[src/rtl/rv_multicycle_ctrl.sv]
// rv_multicycle_ctrl: control FSM sequencing a shared multicycle RV32I datapath
module rv_multicycle_ctrl #(
  parameter int WAIT_LIMIT = 16,
  parameter int CNT_W = 32
) (
  input  logic             clk,
  input  logic             rst,
  input  logic [6:0]       opcode,
  input  logic [2:0]       funct3,
  input  logic             zero,
  input  logic             lt,
  input  logic             ltu,
  input  logic             mem_ready,
  output logic             mem_req,
  output logic             mem_we,
  output logic             mem_sel,
  output logic             ir_write,
  output logic             pc_write,
  output logic [1:0]       pc_src,
  output logic [1:0]       alu_src_a,
  output logic [1:0]       alu_src_b,
  output logic [1:0]       alu_op,
  output logic             reg_write,
  output logic [1:0]       wb_sel,
  output logic [3:0]       state_dbg,
  output logic [CNT_W-1:0] instret,
  output logic             fault,
  output logic [1:0]       fault_code
);
  typedef enum logic [3:0] {
    FETCH = 4'd0, DECODE = 4'd1, MEMADR = 4'd2, MEMRD = 4'd3, MEMWB = 4'd4,
    MEMWR = 4'd5, EXEC_R = 4'd6, EXEC_I = 4'd7, ALUWB = 4'd8, BRANCH = 4'd9,
    JAL = 4'd10, JALR = 4'd11, LUI = 4'd12, AUIPC = 4'd13, IDLE = 4'd14, FAULT = 4'd15
  } state_t;
  localparam int WW = $clog2(WAIT_LIMIT + 1);
  localparam logic [WW-1:0] LAST = WW'(WAIT_LIMIT - 1);
  state_t state, nxt;
  logic [WW-1:0] wait_cnt;
  logic [1:0] nxt_code;
  logic taken, bad_br, timeout, retire;
  assign state_dbg = state;
  assign bad_br = funct3[2:1] == 2'b01;
  // funct3[0] inverts the base condition selected by funct3[2:1]
  assign taken = funct3[0] ^ (funct3[2] ? (funct3[1] ? ltu : lt) : zero);
  // A ready in the last allowed wait cycle still completes the request
  assign timeout = mem_req && !mem_ready && wait_cnt == LAST;
  assign retire = nxt == FETCH && state inside {MEMWB, MEMWR, ALUWB, BRANCH, JAL, JALR};
  assign nxt_code = timeout ? 2'd3 : state == BRANCH ? 2'd2 : 2'd1;
  // Next-state selection
  always_comb begin
    nxt = state;
    case (state)
      IDLE:   nxt = FETCH;
      FETCH:  nxt = timeout ? FAULT : mem_ready ? DECODE : FETCH;
      MEMRD:  nxt = timeout ? FAULT : mem_ready ? MEMWB : MEMRD;
      MEMWR:  nxt = timeout ? FAULT : mem_ready ? FETCH : MEMWR;
      DECODE:
        case (opcode)
          7'b0000011, 7'b0100011: nxt = MEMADR;
          7'b0110011: nxt = EXEC_R;
          7'b0010011: nxt = EXEC_I;
          7'b1100011: nxt = BRANCH;
          7'b1101111: nxt = JAL;
          7'b1100111: nxt = JALR;
          7'b0110111: nxt = LUI;
          7'b0010111: nxt = AUIPC;
          default:    nxt = FAULT;
        endcase
      MEMADR: nxt = opcode == 7'b0100011 ? MEMWR : MEMRD;
      EXEC_R, EXEC_I, LUI, AUIPC: nxt = ALUWB;
      MEMWB, ALUWB, JAL, JALR: nxt = FETCH;
      BRANCH: nxt = bad_br ? FAULT : FETCH;
      default: nxt = FAULT;
    endcase
  end
  // Datapath controls decoded from state; only FETCH strobes and branch pc_write look at inputs
  always_comb begin
    mem_req = 1'b0;
    mem_we = 1'b0;
    mem_sel = 1'b0;
    ir_write = 1'b0;
    pc_write = 1'b0;
    pc_src = 2'd0;
    alu_src_a = 2'd0;
    alu_src_b = 2'd0;
    alu_op = 2'd0;
    reg_write = 1'b0;
    wb_sel = 2'd0;
    case (state)
      FETCH: begin
        mem_req = 1'b1;
        alu_src_b = 2'd2;
        ir_write = mem_ready;
        pc_write = mem_ready;
      end
      DECODE: begin
        alu_src_a = 2'd1;
        alu_src_b = 2'd1;
      end
      MEMADR: begin
        alu_src_a = 2'd2;
        alu_src_b = 2'd1;
      end
      MEMRD: begin
        mem_req = 1'b1;
        mem_sel = 1'b1;
      end
      MEMWB: begin
        reg_write = 1'b1;
        wb_sel = 2'd1;
      end
      MEMWR: begin
        mem_req = 1'b1;
        mem_sel = 1'b1;
        mem_we = 1'b1;
      end
      EXEC_R: begin
        alu_src_a = 2'd2;
        alu_op = 2'd2;
      end
      EXEC_I: begin
        alu_src_a = 2'd2;
        alu_src_b = 2'd1;
        alu_op = 2'd2;
      end
      LUI: begin
        alu_src_a = 2'd3;
        alu_src_b = 2'd1;
      end
      AUIPC: begin
        alu_src_a = 2'd1;
        alu_src_b = 2'd1;
      end
      ALUWB: reg_write = 1'b1;
      BRANCH: begin
        alu_src_a = 2'd2;
        alu_op = 2'd1;
        pc_write = taken && !bad_br;
        pc_src = 2'd1;
      end
      JAL: begin
        reg_write = 1'b1;
        wb_sel = 2'd2;
        pc_write = 1'b1;
        pc_src = 2'd1;
      end
      JALR: begin
        alu_src_a = 2'd2;
        alu_src_b = 2'd1;
        reg_write = 1'b1;
        wb_sel = 2'd2;
        pc_write = 1'b1;
        pc_src = 2'd2;
      end
      default: ;
    endcase
  end
  // State, retire counter, memory wait counter and sticky fault
  always_ff @(posedge clk or negedge rst) begin
    if (!rst) begin
      state <= IDLE;
      wait_cnt <= '0;
      instret <= '0;
      fault <= 1'b0;
      fault_code <= 2'd0;
    end else begin
      state <= nxt;
      wait_cnt <= mem_req && !mem_ready ? wait_cnt + 1'b1 : '0;
      if (retire)
        instret <= instret + 1'b1;
      if (nxt == FAULT && state != FAULT) begin
        fault <= 1'b1;
        fault_code <= nxt_code;
      end
    end
  end
endmodule

[config.mk]
export PLATFORM = sky130hd
export DESIGN_NAME = rv_multicycle_ctrl
export DESIGN_NICKNAME = d
export VERILOG_FILES = /design/src/rtl/rv_multicycle_ctrl.sv
export SDC_FILE = /design/constraint.sdc
export NUM_CORES = 1
export LEC_CHECK = 0
export ABC_AREA = 1
export CAP_MARGIN = 10
export CORE_MARGIN = 3
export CORE_UTILIZATION = 50
export CTS_CLUSTER_DIAMETER = 30
export DETAILED_ROUTE_END_ITERATION = 8
export PLACE_DENSITY = 0.91
export SLEW_MARGIN = 20
export SYNTH_ARGS = -nofsm -noshare
export SYNTH_HDL_FRONTEND = slang
export SYNTH_SLANG_ARGS = --single-unit
[constraint.sdc]
create_clock -name clk -period 5.22 [get_ports clk]
set_clock_uncertainty 0.2 [all_clocks]
set_input_delay 1.044 -clock clk [delete_from_list [all_inputs] [get_ports clk]]
set_output_delay 1.044 -clock clk [all_outputs]
set_load 0.01 [all_outputs]
# After elaboration in Yosys (flattened, before gate mapping)

Cells that the tools add are included.
W data, S select, Z words.

Add/sub/neg operators: 2
Equality and inequality tests: 27
Muxes and demuxes: 26
Bitwise gates (word level): 1
Reduce and logical (&&, ||, !) cells: 22

Operator list:

| kind                    | number |
|---|---|
| $pmux W4 S8             | 2 |
| $add A32 B1 Y32 const B | 1 |
| $eq A4 B4 Y1 const B    | 8 |
| $eq A7 B6 Y1 const B    | 3 |
| $eq A7 B7 Y1 const B    | 3 |
| $eq A4 B3 Y1 const B    | 4 |
| $mux W4                 | 4 |
| $pmux W2 S2             | 4 |
| $eq A7 B5 Y1 const B    | 2 |
| $reduce_or A2 Y1        | 6 |
| $reduce_or A5 Y1        | 2 |
| $mux W3                 | 3 |
| $eq A4 B2 Y1 const B    | 2 |
| $logic_not A4 Y1        | 2 |
| $mux W1                 | 8 |
| $reduce_or A4 Y1        | 2 |
| $eq A7 B2 Y1 const B    | 1 |
| $pmux W2 S3             | 1 |
| $reduce_bool A6 Y1      | 1 |
| $reduce_or A6 Y1        | 1 |
| $add A5 B1 Y5 const B   | 1 |
| $eq A5 B4 Y1 const B    | 1 |
| $logic_and A1 B1 Y1     | 5 |
| $mux W5                 | 1 |
| other kinds (8)         | 10 |

Register bits: 44
Input bits: 16
Output and inout port bits: 55
Word-level logic and storage cells: 83

# Longest topological paths before layout

Word-level depth: 9
Depth in mapped cells: 15
Depth with buffers taken out: 14

# Worst setup path before layout

OpenSTA, ideal clock, no wires.

Path kind: input to output
Start point: input funct3[1]
End point: output pc_write
Arrival: 1.798 ns
Required time: 3.976 ns
Setup slack: 2.178 ns
Stages: 7
Buffers on the path: 0
Cells stage by stage: inv_1 -> nand2_1 -> nand3_1 -> o21ai_0 -> xor2_1 -> nor3_1 -> or3_1

Longest elaborated chain between the ends: 5
Elaborated cells on any way between the ends: 7
Classes of those cells: eq/ne: 1; mux: 3; bitwise: 1; reduce/logical: 2

RTL lines:

| what                  | line | source |
|---|---|---|
| start: declaration    | 9    | `input logic [2:0] funct3,` |
| $mux W1 (2 in series) | 44   | `assign taken = funct3[0] ^ (funct3[2] ? (funct3[1] ? ltu : lt) : zero);` |
| $xor A1 B1 Y1         | 44   |  |
| $logic_and A1 B1 Y1 * | 138  | `pc_write = taken && !bad_br;` |
| $pmux W1 S3 *         | 89   | `case (state)` |
| end: declaration      | 18   | `output logic pc_write,` |

Mark *: on every way between the ends. The rest lies on a longest branch, timed or not.

# Worst setup path after layout

Ends and elaborated chain as after synthesis.

==> summary.json <==
{
  "timing.final.max_slew_violations": {"value": 0},
  "wire_per_inst": {"value": 14.31, "unit": "um"},
  "post-route-worst-setup-slack": {"value": 1205, "unit": "ps"},
  "cts-root-to-sink-buffers": {"value": 2},
  "number_of_antenna_violations_at_the_first_check_in_global_routing": {"value": 0},
  "min_path_type": {"value": "flop to flop"},
  "track_usage": {"value": 0.2464},
  "cp_data_required_time": {"value": 3980, "unit": "ps"},
  "initial_utilization": {"value": 0.5357},
  "worst_ir_drop_vdd": {"value": 0.1247, "unit": "mV"},
  "cpLargestDelayFamily": {"value": "buffers and inverters"},
  "post_synth_instance_area": {"value": 3077, "unit": "um^2"},
  "route.antenna.remaining_nets": {"value": 0},
  "first_global_vias": {"value": 2968},
  "post_cts.repair.setup_buffers": {"value": 0},
  "grt_util_met2": {"value": 0.3773},
  "critical-path-top-cell-by-count": {"value": "clkdlybuf4s50_1"},
  "fmax": {"value": 249.1, "unit": "MHz"},
  "synth-edff-count": {"value": 0},
  "clk_latency": {"value": 300, "unit": "ps"},
  "via_per_inst": {"value": 5.349},
  "slowest_stage": {"value": "clkdlybuf4s50_1"},
  "cts.clk_slew.worst_paths": {"value": 80, "unit": "ps"},
  "timing.reg2reg.worst_path_depth": {"value": 12},
  "p_per_area": {"value": 160.5, "unit": "nW/um^2"},
  "num_antenna_cells": {"value": 0},
  "timing.setup.critical_path_class": {"value": "primary input to output port"},
  "clkSinkCount": {"value": 44},
  "globalRoute.busiestLayer": {"value": "met2"},
  "max_cap_viol_count": {"value": 0},
  "gr-usage-met3": {"value": 0.04122},
  "place_hpwl": {"value": 6493, "unit": "um"},
  "synth_seq_area_share": {"value": 0.3591},
  "boundaryPins": {"value": 71},
  "r2r_setup_slack": {"value": 2180, "unit": "ps"},
  "start_point_of_the_worst_min_delay_path": {"value": "wait_cnt[0]"},
  "chipHeight": {"value": 84.45, "unit": "um"},
  "report.final.setup_viol": {"value": 0},
  "grt_overflow": {"value": 0},
  "htree_num_levels": {"value": 2},
  "via_count_of_the_routed_design": {"value": 3145},
  "cts_tree": {"value": "done"},
  "leakage": {"value": 1.851, "unit": "nW"},
  "slew_headroom": {"value": 0.3557},
  "crit-reg2reg-capture": {"value": "instret[16]"},
  "final_min_period_over_clock_period": {"value": 0.7691},
  "ctsResizeCount": {"value": 0},
  "clock_tree.root_cell": {"value": "clkbuf_8"},
  "mappedNetlistNets": {"value": 466},
  "yosys_most_used_dff": {"value": "dfrtp_1"},
  "worst_case_setup_slack_after_placement": {"value": 1196, "unit": "ps"},
  "crit_arrival": {"value": 2770, "unit": "ps"},
  "synthesis.instances": {"value": 447},
  "synth.ff_latch_count": {"value": 44},
  "core_region_area": {"value": 5743, "unit": "um^2"},
  "portBuffers": {"value": 70},
  "hold-path-cell-count": {"value": 1},
  "timing.hold.worst_endpoint": {"value": "wait_cnt[0]"},
  "drtIter0Drc": {"value": 252},
  "synth.lib_cells_used.distinct": {"value": 32},
  "flow.area_growth_from_synthesis": {"value": 26.72, "unit": "%"},
  "timing.critical_path.cells": {"value": "clkdlybuf4s50_1, inv_1, nand2_1, nand3_1, o21ai_0, xor2_1, nor3_1, or3_1, clkdlybuf4s50_1"},
  "cpPeakStageDelay": {"value": 480, "unit": "ps"},
  "synthesis.yosys.warnings": {"value": 0},
  "critical_path.startpoint": {"value": "funct3[1]"},
  "min_period": {"value": 4015, "unit": "ps"},
  "fin_nets": {"value": 534},
  "timing.setup.tns": {"value": 0, "unit": "ps"},
  "first_drt_pass_iteration_count": {"value": 5},
  "cp-start-kind": {"value": "primary input"},
  "grt_pass1_wl": {"value": 14410, "unit": "um"},
  "row_count": {"value": 27},
  "rsz0062_at_grt": {"value": "no"},
  "gr-usage-met1": {"value": 0.3571},
  "detail_route.drc_violations": {"value": 0},
  "timing.critical_path.to_type": {"value": "output port"},
  "cts_stage_hold_buffer_count": {"value": 0},
  "cts_made_buffers": {"value": 5},
  "syn_area_per_cell": {"value": 6.883, "unit": "um^2"},
  "worstReg2RegStart": {"value": "wait_cnt[0]"},
  "wire_length_after_detailed_routing": {"value": 8415, "unit": "um"},
  "utilization": {"value": 0.6789},
  "grt_start_max_net_pins": {"value": 45},
  "drive_above_1_share": {"value": 0.06395},
  "report.final.hold_viol_count": {"value": 0},
  "ys_async_sr_fraction": {"value": 1.000},
  "fin_total_pwr": {"value": 0.0006259, "unit": "W"},
  "gpl.final_weighted_congestion": {"value": 0.9654},
  "result_of_the_run": {"value": "finished, final reports clean"},
  "dieArea": {"value": 7131, "unit": "um^2"},
  "worstPathBufferInverterCount": {"value": 3},
  "critical_path_peak_fanout": {"value": 2},
  "timing_worst_slew_pin_value": {"value": 966.5, "unit": "ps"},
  "die_width": {"value": 84.45, "unit": "um"}
}
-- layer usage --
metal / routed length [um] / vias up / part of all wire
met2: 3861 / 116 / 0.46
met3: 466 / 13 / 0.055
met4: 141 / 0 / 0.017
met1: 3945 / 1460 / 0.47
met5: 0 / - / 0
li1: - / 1556 / -
-- cell type report --
class | count | area, um^2
timing repair buffer | 70 | 695.7
inverter | 42 | 157.7
clock inverter | 2 | 35.03
clock buffer | 6 | 72.57
sequential | 44 | 1105
fill | 496 | 1844
tap | 72 | 90.09
multi-input combinational | 352 | 1743
-- sequential cells by signal, summed over array words and instances (netlist names) --
register / cells
instret: 32
wait_cnt: 5
state_dbg: 4
fault_code: 2
fault: 1
-- synthesized netlist by cell type, types with 4 or more instances --
master   number  share of area
dfrtp_1      41           0.33
inv_1        35          0.043
inv_2         6         0.0073
nand2_1     149           0.18
nand3_1      55          0.089
nand4_1       9          0.018
nor2_1       56          0.068
nor2_2        4         0.0081
nor3_1       17          0.028
o21ai_0       6         0.0098
xnor2_1      12          0.034
xor2_1       20          0.057
-- cells in the final DEF, fill, tap and decap left out, types with 5 or more instances in the layout --
cell type          n
nand2_1          149
clkdlybuf4s50_1   69
nor2_1            56
nand3_1           55
dfrtp_1           41
inv_1             35
xor2_1            20
nor3_1            17
xnor2_1           12
nand4_1            9
inv_2              6
o21ai_0            6
clkbuf_8           5
-- worst max path at each step --
stage,to,slack (ps),depth (start not counted)
after floorplan,pc_write,2180,7
after global placement,pc_write,1240,9
after detailed placement,pc_write,1200,9
after CTS,pc_write,1200,9
after global routing,pc_write,1070,9
final,pc_write,1210,9
-- stage by stage --
stage / instances / hold slack (ps) / area, um^2
6_report: 588 / 266.8 / 3899
2_1_floorplan: 447 / 232.9 / 3077
5_1_grt: 588 / 293.0 / 3899
3_5_place_dp: 580 / 258.9 / 3791
4_1_cts: 588 / 271.5 / 3899
3_3_place_gp: 580 / 251.8 / 3791
-- kinds of logic (layout without fill, tap and decap cells) --
group	Yosys count	in the layout	synth area share
adder cells (fa/ha/maj)	3	3	0.01220
AO/OA/AOI/OAI	11	11	0.01993
flip-flops	44	44	0.3591
XOR/XNOR	32	32	0.09109
buffers and inverters	51	120	0.07442
AND/OR/NAND/NOR	306	306	0.4433
-- where the power goes --
part	switching, W	internal, W	total, W
logic	0.0000152	0.0000123	0.0000275
registers	0	0.000341	0.000341
clock network	0.000116	0.000142	0.000258
total	0.000131	0.000495	0.000626
Power figures use the tool's default switching activity.
==> RTL change 1: new RTL, same flow settings <==
Change the parameter `CNT_W` from 32 to 48.
--- a/src/rtl/rv_multicycle_ctrl.sv
+++ b/src/rtl/rv_multicycle_ctrl.sv
@@ -1,7 +1,7 @@
 // rv_multicycle_ctrl: control FSM sequencing a shared multicycle RV32I datapath
 module rv_multicycle_ctrl #(
   parameter int WAIT_LIMIT = 16,
-  parameter int CNT_W = 32
+  parameter int CNT_W = 48
 ) (
   input  logic             clk,
   input  logic             rst,
Ports: changed (resized instret); port bits go from 71 to 87. No check against the original RTL was run, so the function may have changed too.
==> RTL change 1 against the unedited design <==
Routed wire length is 46% higher. Worst setup slack better by 97 ps. Total power is 54% higher. Sequential cell count is 16 higher. Synthesized area is 35% higher. Synthesized cell count is 39% higher. Clock power is 81% higher. Cell area is 35% higher.
==> RTL change 1: results (changes against the unedited design) <==
| Metric | Value |
|---|---|
| Placement Setup Slack | 1310 ps (+118 ps) |
| Setup TNS | 0 ps (unchanged) |
| Most numerous cell in the Yosys netlist | nand2_1 |
| Reg2Reg Setup Slack | 2230 ps (+50 ps) |
| Met2 Use GR | 41.3% (+3.6 points) |
| GRT met1 Usage | 36.4% (+0.69 points) |
| Vias in the first global route | 3,963 (+34%) |
| DRT iter0 DRCs | 379 (+50%) |
| Switching Share | 21.4% (+0.54 points) |
| Sequential area share after synthesis | 36.3% (+0.39 points) |
| GP Congestion | 1.04 (+8.0%) |
| Global-route met3 utilization | 3.66% (-0.46 points) |
| Layout cells sized above 1 | 5.34% (-1.1 points) |
| Htree depth | 3 (+1) |
| Number of flip-flops in the largest register | 48 (+50%) |
| Tot Pwr | 0.964 mW (+54%) |
| All-Layer GR Usage | 26.0% (+1.3 points) |
| Slew @ Worst Pin | 824 ps (-143 ps) |
| Top cells by area, synth | dfrtp_1 34%, nand2_1 20%, nor2_1 7.2% |
| Reg2reg end | instret[27] |
| Total placed instance area | 0.00506 mm^2 (+33%) |
| Mapped Nets | 640 (+37%) |
| Mapped Avg Cell Area | 6.68 um^2 (-3.0%) |
| Clock transition at path regs | 60 ps (-20 ps) |
| Clk_lat worst skew | 350 ps (+50 ps) |
| Yosys cell types | 27 (-16%) |
| Max IR drop VDD | 0.166 mV (+33%) |
| Post-DP HPWL | 9.34 mm (+44%) |
| Worst path arrival time | 2670 ps (-100 ps) |
| Hold Vio Cnt, Final | 0 (unchanged) |
| Nets | 726 (+36%) |
| Clock power frac | 48.6% (+7.4 points) |
| Reg2Reg Depth | 10 (-2) |
| Via/cell ratio | 5.46 (+2.1%) |
| Seq. pwr | 0.465 mW (+36%) |
| Post-synth top cells | 218 x nand2_1, 80 x nor2_1, 57 x dfrtp_1 |
| Post-route cell area | 0.00528 mm^2 (+35%) |
| Inst Count DP | 798 (+38%) |
| Min Hold Slack | 263 ps (-4.11 ps) |
| PortBufs | 86 (+23%) |
| Routed length per instance | 15.1 um (+5.4%) |
| CTS Buf Count | 9 (+4) |
| Achievable Freq | 255 MHz (+2.5%) |
| First-pass GRT wire length | 19.9 mm (+38%) |
| Hold path cells | 2 (+1) |
| Fin cells | 814 (+38%) |
| Pin count of the biggest net entering global routing | 61 (+36%) |
| Pwr top | clock |
| Status | complete, no violations |
| Filler instances | 695 (+40%) |
| Pre-antenna DRT Iters | 5 (unchanged) |
| CP Max Fanout | 3 (+1) |
| Leak | 2.41 nW (+30%) |
[RTL change 1: cell types whose count changed after synthesis, moves of 7 or more]
cell / unedited run / this run
o21ai_1: 1 / 9
nand2_1: 149 / 218
nand3_1: 55 / 37
nor2_1: 56 / 80
inv_1: 35 / 53
xnor2_1: 12 / 21
dfrtp_1: 41 / 57
xor2_1: 20 / 27
o21ai_0: 6 / 46
[RTL change 1: worst min-delay path by stage]
stage                      startpoint     endpoint
after floorplan           wait_cnt[0]  wait_cnt[0]
after global placement    wait_cnt[0]  wait_cnt[0]
after detailed placement        fault        fault
after CTS                 wait_cnt[0]  wait_cnt[0]
after global routing      wait_cnt[0]  wait_cnt[0]
final                           fault        fault
[RTL change 1: cell type report]
type / instances / area share, %
clock buffer: 11 / 2.68
timing repair buffer: 90 / 16.8
inverter: 57 / 4.05
tap: 102 / 2.42
multi-input combinational: 489 / 44.1
sequential: 60 / 28.5
clock inverter: 5 / 1.42
[RTL change 1: critical path, stage by stage]
cell and delay (ps):
clkdlybuf4s50_1 420, inv_1 100, nand2_1 60, nand3_1 60, o21ai_0 110, xor2_1 160, o221ai_1 170, clkdlybuf4s50_1 570
[RTL change 1: logic make-up (layout without fill, tap and decap cells)]
group / count (synthesis) / count (layout) / synth area share, %
and+or+nand+nor: 376 / 376 / 37.5
buffers and inverters: 72 / 163 / 7.54
AOI/OAI and AO/OA: 62 / 62 / 7.63
DFF: 60 / 60 / 36.3
xor gates and xnor gates: 48 / 48 / 10.1
adders and majority gates: 3 / 3 / 0.905
[RTL change 1: metal layers]
metal | part of all wire (%) | up-vias
met3 | 7.8 | 18
met2 | 46 | 209
met4 | 1.6 | 0
li1 | - | 2141
met5 | 0 | -
met1 | 44 | 2076
==> RTL change 2: new RTL, same flow settings <==
Made on the original files. Register the output `fault_code` once more; this adds one clock of latency there. The other outputs are not delayed to match.
--- a/src/rtl/rv_multicycle_ctrl.sv
+++ b/src/rtl/rv_multicycle_ctrl.sv
@@ -34,6 +34,8 @@
   } state_t;
   localparam int WW = $clog2(WAIT_LIMIT + 1);
   localparam logic [WW-1:0] LAST = WW'(WAIT_LIMIT - 1);
+
+  logic [1:0] fault_code_s0;
   state_t state, nxt;
   logic [WW-1:0] wait_cnt;
   logic [1:0] nxt_code;
@@ -162,7 +164,7 @@
       wait_cnt <= '0;
       instret <= '0;
       fault <= 1'b0;
-      fault_code <= 2'd0;
+      fault_code_s0 <= 2'd0;
     end else begin
       state <= nxt;
       wait_cnt <= mem_req && !mem_ready ? wait_cnt + 1'b1 : '0;
@@ -170,9 +172,13 @@
         instret <= instret + 1'b1;
       if (nxt == FAULT && state != FAULT) begin
         fault <= 1'b1;
-        fault_code <= nxt_code;
+        fault_code_s0 <= nxt_code;
       end
     end
   end
+  always_ff @(posedge clk) begin
+    fault_code <= fault_code_s0;
+  end
+
 endmodule
 
Function: changed (Yosys sat finds a counterexample within 4 cycles, from zero or initial values and one cycle with rst low).
==> RTL change 2 against the unedited design <==
Global-route usage decreased by 1.3 points. Cell area increased by 1.3%. Sequential cell count increased by 2. Routed wire length decreased by 3.2%. Total power increased by 5.3%. Worst setup slack got worse by 29 ps. Synthesized area increased by 1.3%. Synthesized cell count increased by 0.45%. Critical path type unchanged. Critical endpoint unchanged. Largest power group unchanged. Highest routed layer unchanged.
==> RTL change 2: results (changes against the unedited design) <==
| Metric | Value |
|---|---|
| Pre-antenna DRT Iters | 5 (unchanged) |
| Vias in the first global route | 2,971 (+0.10%) |
| CP Max Fanout | 2 (unchanged) |
| Routed length per instance | 13.7 um (-4.0%) |
| Sequential area share after synthesis | 36.7% (+0.82 points) |
| All-Layer GR Usage | 23.3% (-1.3 points) |
| Synth Area in Compound Gates | 1.97% (-0.026 points) |
| Synth Area in Adders | 1.20% (-0.016 points) |
| Fraction of registers with async set/reset | 95.7% (-4.3 points) |
| Nets | 536 (+0.37%) |
| Number of flip-flops in the largest register | 32 (unchanged) |
| Clock transition at path regs | 80 ps (about the same) |
| Slew @ Worst Pin | 949 ps (-17.8 ps) |
| Top cells by area, synth | dfrtp_1 33%, nand2_1 18%, nand3_1 8.8% |
| Max IR drop VDD | 0.166 mV (+33%) |
| Hold path cells | 0 (-1) |
| Mapped Nets | 468 (+0.43%) |
| Pin count of the biggest net entering global routing | 45 (unchanged) |
| Switching Share | 20.4% (-0.47 points) |
| Clk_lat worst skew | 310 ps |
| Synth warnings | 0 (unchanged) |
| Post-synth top cells | 149 x nand2_1, 56 x nor2_1, 55 x nand3_1 |
| Reg2Reg Depth | 12 (unchanged) |
| Worst setup path start | funct3[1] |
| DRT iter0 DRCs | 236 (-6.3%) |
| Vias | 3,177 (+1.0%) |
| R2R Path Start | wait_cnt[0] |
| Synth Area in XOR/XNOR | 8.99% (-0.12 points) |
| Root Driver | clkbuf_8 |
| Worst path arrival time | 2800 ps (+30 ps) |
| Yosys cell types | 33 (+3.1%) |
| Antenna diodes | 0 (unchanged) |
| Hold Startpoint | fault_code_s0[1] |
| Top reg by flops | instret |
| Largest buffer count on any clock path | 2 (unchanged) |
| Post-CTS Resized | 0 (unchanged) |
| Critical path's slowest cell | clkdlybuf4s50_1 |
| Status | complete, no violations |
| Worst Setup Path Type | primary input to output pin |
| Initial antenna violation count | 0 (unchanged) |
| GP Congestion | 0.977 (+1.2%) |
| PortBufs | 70 (unchanged) |
| Post-DP HPWL | 6.12 mm (-5.8%) |
| Total placed instance area | 0.00383 mm^2 (+1.2%) |
| Worst Hold Class | flip-flop to flip-flop |
| Leak | 1.87 nW (+1.0%) |
| First-pass GRT wire length | 13.8 mm (-4.1%) |
| Layout cells sized above 1 | 6.37% (-0.025 points) |
| Kind of cell adding the most delay to the critical path | buffers and inverters |
| Mux cell area share after synthesis | 0% (unchanged) |
| Hold_buf cts | 0 (unchanged) |
==> RTL change 2: logic make-up (layout without fill, tap and decap cells) <==
family / Yosys count / count (layout)
buf+inv: 51 / 120
xor+xnor: 32 / 32
compound gates: 11 / 11
flops: 46 / 46
fa+ha+maj: 3 / 3
simple gates: 306 / 306
==> RTL change 2: power groups by stage <==
stage	clock network, mW	logic [mW]	registers [mW]
global placement	0	0.0268	0.363
floorplan	0	0.00752	0.363
CTS	0.278	0.0283	0.356
detailed placement	0	0.0283	0.363
global route	0.290	0.0313	0.356
finish	0.275	0.0277	0.356
==> RTL change 2: cell type report <==
class                   instances  area, um^2
repair buffers                 70         696
well taps                      75        93.8
flip-flops and latches         46        1140
fillers                       501        2040
clock inverters                 1        30.0
clock buffers                   7        86.3
multi-input cells             352        1740
inverters                      42         158
==> RTL change 2: metrics by stage <==
step	power, mW	util [%]	instances	setup slack [ps]	hold slack, ps
after global placement	0.390	64.0	585	1230	160
after floorplan	0.371	-	449	2180	147
final	0.659	66.0	593	1180	185
after global routing	0.678	66.0	593	1090	209
after CTS	0.663	66.0	593	1170	188
after detailed placement	0.391	64.0	585	1180	168
==> RTL change 2: final timing paths <==
kind	end	slack (ps)
worst min-delay path	fault_code[1]	190
max in group asynchronous	instret[11]	3550
worst min register to register	fault_code[1]	190
worst max register to register	instret[29]	2160
worst max-delay path	pc_write	1180
min in group asynchronous	instret[23]	690
==> RTL change 2: layer usage <==
layer	wire [um]	GRT usage, %	up-vias
met1	3690	33.1	1481
li1	-	-	1562
met4	99	6.19	0
met5	0	0	-
met3	512	4.56	12
met2	3840	36.4	122
